<file path="config.mk">
export PLATFORM = sky130hd
export DESIGN_NAME = reg_file_16
export DESIGN_NICKNAME = d
export VERILOG_FILES = /design/src/rtl/cpu16_pkg.sv /design/src/rtl/reg16_en.sv /design/src/rtl/reg_file_16.sv
export SDC_FILE = /design/constraint.sdc
export NUM_CORES = 1
export LEC_CHECK = 0
export ABC_AREA = 1
export BUFFER_PORTS_ARGS = -buffer_cell sky130_fd_sc_hd__buf_4
export CAP_MARGIN = 10
export CORE_MARGIN = 5
export CORE_UTILIZATION = 54
export CTS_BUF_LIST = sky130_fd_sc_hd__clkbuf_16
export CTS_CLUSTER_SIZE = 24
export DETAILED_ROUTE_END_ITERATION = 16
export PLACE_DENSITY_LB_ADDON = 0.15
export SLEW_MARGIN = 20
export SYNTH_ARGS = -nofsm -noshare
export SYNTH_HDL_FRONTEND = slang
export SYNTH_SLANG_ARGS = --single-unit
</file>
<file path="constraint.sdc">
create_clock -name clk -period 1.3 [get_ports clk]
set_input_delay 0.13 -clock clk [delete_from_list [all_inputs] [get_ports clk]]
set_output_delay 0.13 -clock clk [all_outputs]
set_load 0.01 [all_outputs]
</file>
<file path="src/rtl/cpu16_pkg.sv">
// Shared types and constants for the 16-bit MIPS-style datapath
// (register file, operand mux, ALU and control).
package cpu16_pkg;

    localparam int DATA_W     = 16;
    localparam int REG_ADDR_W = 3;

    typedef logic [REG_ADDR_W-1:0] reg_addr_t;
    typedef logic [DATA_W-1:0]     word_t;

    localparam reg_addr_t REG_ZERO = 3'd0;

endpackage

</file>
<file path="src/rtl/reg16_en.sv">
// Single W-bit register with synchronous active-high reset and load enable.
// Reset takes priority over the enable.
module reg16_en
    import cpu16_pkg::*;
#(
    parameter int W = DATA_W
) (
    input  logic         clk,
    input  logic         rst,
    input  logic         en_i,
    input  logic [W-1:0] d_i,
    output logic [W-1:0] q_o
);

    logic [W-1:0] data_q;
    logic [W-1:0] data_d;

    always_comb begin
        data_d = data_q;
        if (en_i) begin
            data_d = d_i;
        end
    end

    always_ff @(posedge clk) begin
        if (rst) begin
            data_q <= '0;
        end else begin
            data_q <= data_d;
        end
    end

    assign q_o = data_q;

endmodule

</file>
<file path="src/rtl/reg_file_16.sv">
// 8 x DATA_W register file: two combinational read ports, one synchronous
// write port, R0 hardwired to zero, optional same-cycle write-through bypass.
module reg_file_16
    import cpu16_pkg::*;
#(
    parameter int DATA_W = cpu16_pkg::DATA_W,
    parameter int ADDR_W = cpu16_pkg::REG_ADDR_W,
    parameter bit BYPASS = 1'b1
) (
    input  logic              clk,
    input  logic              rst,
    input  logic              we,
    input  logic [ADDR_W-1:0] wr_addr,
    input  logic [DATA_W-1:0] wr_data,
    input  logic [ADDR_W-1:0] rd_addr_a,
    input  logic [ADDR_W-1:0] rd_addr_b,
    output logic [DATA_W-1:0] rd_data_a,
    output logic [DATA_W-1:0] rd_data_b
);

    localparam int DEPTH = 2 ** ADDR_W;
    localparam logic [ADDR_W-1:0] ZERO_ADDR = ADDR_W'(REG_ZERO);

    logic [DATA_W-1:0] reg_q [DEPTH];
    logic [DEPTH-1:0]  wr_en;

    // R0 has no storage; its slot in the read array is a constant zero.
    assign reg_q[0] = '0;
    assign wr_en[0] = 1'b0;

    generate
        for (genvar gi = 1; gi < DEPTH; gi++) begin : g_regs
            assign wr_en[gi] = we && (wr_addr == ADDR_W'(gi));

            reg16_en #(
                .W (DATA_W)
            ) u_reg (
                .clk  (clk),
                .rst  (rst),
                .en_i (wr_en[gi]),
                .d_i  (wr_data),
                .q_o  (reg_q[gi])
            );
        end
    endgenerate

    // Forwarding is only meaningful for a write that will actually land,
    // so it is blocked during reset and for the zero register.
    logic fwd_ok;
    assign fwd_ok = BYPASS && we && !rst && (wr_addr != ZERO_ADDR);

    always_comb begin
        rd_data_a = reg_q[rd_addr_a];
        if (rd_addr_a == ZERO_ADDR) begin
            rd_data_a = '0;
        end else if (fwd_ok && (rd_addr_a == wr_addr)) begin
            rd_data_a = wr_data;
        end
    end

    always_comb begin
        rd_data_b = reg_q[rd_addr_b];
        if (rd_addr_b == ZERO_ADDR) begin
            rd_data_b = '0;
        end else if (fwd_ok && (rd_addr_b == wr_addr)) begin
            rd_data_b = wr_data;
        end
    end

endmodule

</file>
* Word-level counts from Yosys, hierarchy flattened *
Index checks and enable logic that the tools add are counted.

storage, ports and cells
  word-level logic and storage cells = 45
  bits in registers = 112
  output and inout port bits = 32
  bits of input ports = 28

operators by class
  reduce and logical (&&, ||, !) cells = 15
  $lt $le $gt $ge = 2
  eq/ne operators = 9
  bitwise gates (word level) = 2
  mux-type cells = 10

operator list
  operator                                              number
  two-way mux 16 bit                                    8
  binary-select mux 16 bit (select 3 bit)               2
  equality test 3 bit (second input constant)           4
  logical AND 1 bit                                     11
  >= comparator 4 bit (second input constant)           2
  inverter 3 -> 4 bit                                   2
  equality test 3 x 2 -> 1 bit (second input constant)  2
  equality test 3 bit                                   2
  logical NOT 3 bit                                     2
  equality test 3 x 1 -> 1 bit (second input constant)  1
  nonzero test 3 bit                                    1
  logical NOT 1 bit                                     1

* Logic depth before layout (Yosys ltp) *
  word-level depth = 6
  depth in mapped cells = 11

* By module *
From an unflattened synthesis, not the netlist that was laid out.

second synthesis, totals
  cell total of the unflattened synthesis = 1,466
  area total of the unflattened synthesis = 7,991.4 um2

by module, submodules not included
  module       instances  cells each  seq. area each (um2)  area each (um2)
  reg16_en     7          101         320.3                 670.6
  reg_file_16  1          759         0.0                   3,296.9

* Least setup slack after synthesis *
Ideal clock, no wire load.

  path type = in2out
  from = input port wr_addr[0]
  to = output port rd_data_a[11]
  path slack = -0.019 ns
  arrival = 1.189 ns
  stages = 8
  required time = 1.170 ns
  cell sequence = buf_2 nor2_1 a21oi_4 inv_2 nor2_4 buf_4 nor2_1 nor2_1

on the way
  word-level cells in the longest chain between the ends = 5
  elaborated cells between the ends (all ways) = 6
  classes of those cells = eq/ne (1); mux (2); reduce/logical (3)

ends and longest elaborated chain
  what                    RTL line           source
  from (decl)             reg_file_16.sv:13  input logic [ADDR_W-1:0] wr_addr,
  nonzero test 3 bit      reg_file_16.sv:50  assign fwd_ok = BYPASS && we && !rst && (wr_addr != ZERO_ADDR);
  logical AND 1 bit       reg_file_16.sv:50
  logical AND 1 bit (*)   reg_file_16.sv:56  end else if (fwd_ok && (rd_addr_a == wr_addr)) begin
  two-way mux 16 bit (*)  reg_file_16.sv:56
  two-way mux 16 bit (*)  reg_file_16.sv:54  if (rd_addr_a == ZERO_ADDR) begin
  to (decl)               reg_file_16.sv:17  output logic [DATA_W-1:0] rd_data_a,

Every way passes the cells marked *; elsewhere a longest branch is shown, timed or not.

* Worst setup path in the final report *
  from = register g_regs[5].u_reg.data_q[2]
  to = output port rd_data_b[2]

on the way
  word-level cells in the longest chain between the ends = 5

ends and longest elaborated chain
  what                                                    RTL line           source
  from (decl)                                             reg16_en.sv:15     logic [W-1:0] data_q;
  from (signal assigned)                                  reg16_en.sv:29     data_q <= data_d;
  binary-select mux 16 bit (select 3 bit)                 reg_file_16.sv:62  rd_data_b = reg_q[rd_addr_b];
  two-way mux 16 bit (not written as such) (2 in series)  reg_file_16.sv:62
  two-way mux 16 bit                                      reg_file_16.sv:65  end else if (fwd_ok && (rd_addr_b == wr_addr)) begin
  two-way mux 16 bit                                      reg_file_16.sv:63  if (rd_addr_b == ZERO_ADDR) begin
  to (decl)                                               reg_file_16.sv:18  output logic [DATA_W-1:0] rd_data_b

No other way between the ends. The select of a mux whose other input is x is not followed.

==> parameters.txt <==
Parameter                              Value

Timing
  Slew Viols, Final ... 0
  Min Tclk post-route ... between 1.5 and 2 ns
  Worst Tran Pin Value ... 0.417 ns
  Final setup violating endpoints ... 32
  RSZ-0062 raised after global routing ... yes
  Normalized max-slew margin ... 72.2%
  Setup skew after layout ... 0 ns
  Final Cycle Share ... 116%
  Setup slack of the critical path after layout ... -0.202 ns
  Total negative slack for setup checks ... -4.70 ns
  Highest achievable clock rate ... 666 MHz
  Final hold violation count ... 0

GRT
  Largest net degree at the start of global routing ... 67
  Number of global-route vias before repair ... 7129
  Grt ovf ... 0
  Global-route wire length before repair ... 37200 um
  Total track usage ... between 30% and 40%
  Number of antenna violations at the first check in global routing ... 0

Detailed routing
  Detail-routed net length per standard cell ... 18.0 um
  Number of vias after detailed routing ... 7967
  Vias per cell ... around 5.9
  Initial DRC count ... 985
  Remaining antenna violation count ... 0
  Detailed Route WL ... between 20000 and 25000 um
  Number of DRC violations after detailed routing ... 0
  Drt pass-1 iters ... 6

Run status
  Violated checks ... negative setup slack
  Outcome ... finished, violations left

Floorplan
  Chip Height ... 120 um
  Starting density of the core ... between 50% and 60%
  Die Outline Area ... ~14000 um^2
  Die Width ... 120 um
  Core box area ... roughly 12000 um^2
  Standard-cell row count ... 40
  Number of top-level pins ... 60

Setup path
  WS Path Type ... flop to output pin
  Flop2flop setup slack ... around 0.55 ns
  Type of destination of the critical path ... output pin
  Critical path data required time ... roughly 1.2 ns
  WP data arrival ... 1.37 ns
  Crit Path Max Fanout ... 3
  Setup crit start kind ... flop

Clock tree
  Clock sink count ... 112
  Clock buffer count from CTS ... 9
  Clock Latency Late Sink ... 0.35 ns
  Worst-case clock buffer depth ... 2
  Number of hold-repair buffers added at the cts stage ... 0
  Clock tree from TritonCTS ... yes
  Cell chosen for the clock root ... clkbuf_16
  Clock input transition at the sequential cells of the worst setup and hold paths ... 0.07 ns
  Max H-tree Level ... 3

Cells and area
  Leading cell type in the layout, fill and taps excluded ... nand2_1
  Layout Utilization ... between 70 and 80%
  Area Overhead vs Synth ... 31.3%
  Max reg flops ... ~110
  Most used cells in the layout excluding fill and tap cells ... 422 x nand2_1, 112 x o21ai_0, 112 x a21oi_1, 102 x dfxtp_2, 102 x buf_4
  Post-layout net count ... 1222
  Antenna diode count ... 0
  Fraction of final layout cells with drive strength greater than 1 ... 31.6%

Synthesis
  Netlist cell types ... 19
  Post-synthesis area per instance ... between 5 and 6 um^2
  Sequential element share of the synthesized area ... roughly a third
  Total of flip-flops plus latches after synthesis ... 112
  Top area cells in the synthesized netlist ... dfxtp_1 34%, nand2_1 27%, o21ai_0 9.0%, a21oi_1 8.6%, nand3_1 8.1%
  Mapped Cells ... 1110
  Net count after synthesis ... 1138
  Area share of the largest cell type after synthesis ... ~34%
  Total number of yosys warnings ... 0
  Area leader, netlist ... dfxtp_1
  Synth Cell Area ... 6540 um^2

Power and ir drop
  Peak ir drop on the vdd network ... 1.02 mV
  Proportion of power drawn by the clock network ... 32.7%
  Sequential power share ... 43.6%
  Static Leakage ... 3.96 nW
  Post-layout total power ... ~8.4 mW
  Comb power frac ... 23.7%
  Net load switching power ... 2.56 mW
  Power per unit of standard cell area ... 979 nW/um^2
  Internal cell power ... 5.84 mW
  Fraction of power spent switching nets ... a little under a third

Placed design
  RD Place Congestion ... between 0.9 and 1
  Number of I/O port buffers ... 59
  Setup Slack @ Placement ... -0.196 ns
  Half-perimeter wire length after placement ... 15800 um

Worst hold path
  Worst min-delay path category ... input port to flop

Job
  Max-cap violations ... 0
==> logic make-up after synthesis <==
logic type	Yosys count	share of synthesized area, %
flip-flops	112	34.3
XOR/XNOR	2	0.383
AO/OA/AOI/OAI	231	17.9
AND/OR/NAND/NOR	626	39.0
buffers and inverters	139	8.42
==> critical path, cell delays in order (launching register included) <==
cell	delay, ns
dfxtp_2	0.34
nand2_2	0.06
nand3_2	0.09
nand2_2	0.09
nand2_1	0.05
nand2_1	0.08
nand2_1	0.05
nand2_1	0.08
inv_2	0.06
buf_6	0.11
==> routing by layer <==
metal	track usage, %	vias to the layer above	wire (um)
met5	0	-	0
met4	12.7	0	803
met3	6.55	86	2660
met2	51.6	513	10800
met1	43.4	3607	9980
li1	-	3761	-
==> power by group through the flow <==
stage               Sequential [mW]  Combinational, mW  Clock [mW]
global route                   3.68               2.14        2.89
CTS                            3.65               1.87        2.75
floorplan                      3.69              0.962           0
finish                         3.66               1.99        2.75
detailed placement             3.71               1.71           0
global placement               3.71               1.70           0
==> cells in the mapped netlist <==
cell type,n
nand4_1,16
a21oi_1,112
xnor2_2,1
clkinv_1,12
clkbuf_1,50
buf_4,1
dfxtp_1,112
a21oi_4,1
nand2_1,471
nand3_1,106
o21ai_0,118
nor2_4,2
inv_1,39
xnor2_1,1
buf_1,13
nand3_2,2
nor2_1,29
inv_2,4
buf_2,20
==> cell type report <==
class	count	area, um^2
clock buffers	9	225
repair buffers	157	1530
well taps	147	184
inverters	55	209
fillers	1062	3380
flip-flops and latches	112	2370
multi-input cells	859	4010
clock inverters	6	53.8
==> metrics by stage <==
| stage | instance area (um^2) | hold WS, ns | instances |
|---|---|---|---|
| final | 8580 | 0.120 | 1345 |
| after global placement | 7640 | 0.498 | 1320 |
| after floorplan | 6550 | 0.353 | 1110 |
| after global routing | 8580 | 0.131 | 1345 |
| after detailed placement | 7640 | 0.497 | 1320 |
| after CTS | 8360 | 0.115 | 1344 |
==> what timing repair did <==
| item | in CTS | in global routing |
|---|---|---|
| pin swaps | 85 | 69 |
| setup buffers | 8 | 0 |
| gates cloned | 1 | 1 |
| gates resized for setup | 168 | 82 |
| setup endpoints to repair | 32 | 98 |
==> worst paths after layout <==
path,start,endpoint,depth (start not counted)
worst min-delay path,wr_data[12],g_regs[2].u_reg.q_o[12],3
worst max-delay path,g_regs[5].u_reg.q_o[2],rd_data_b[2],9
worst min register to register,g_regs[6].u_reg.q_o[13],g_regs[6].u_reg.q_o[13],2
worst max register to register,g_regs[7].u_reg.q_o[0],g_regs[7].u_reg.q_o[0],2
(Power assumes the default switching activity.)
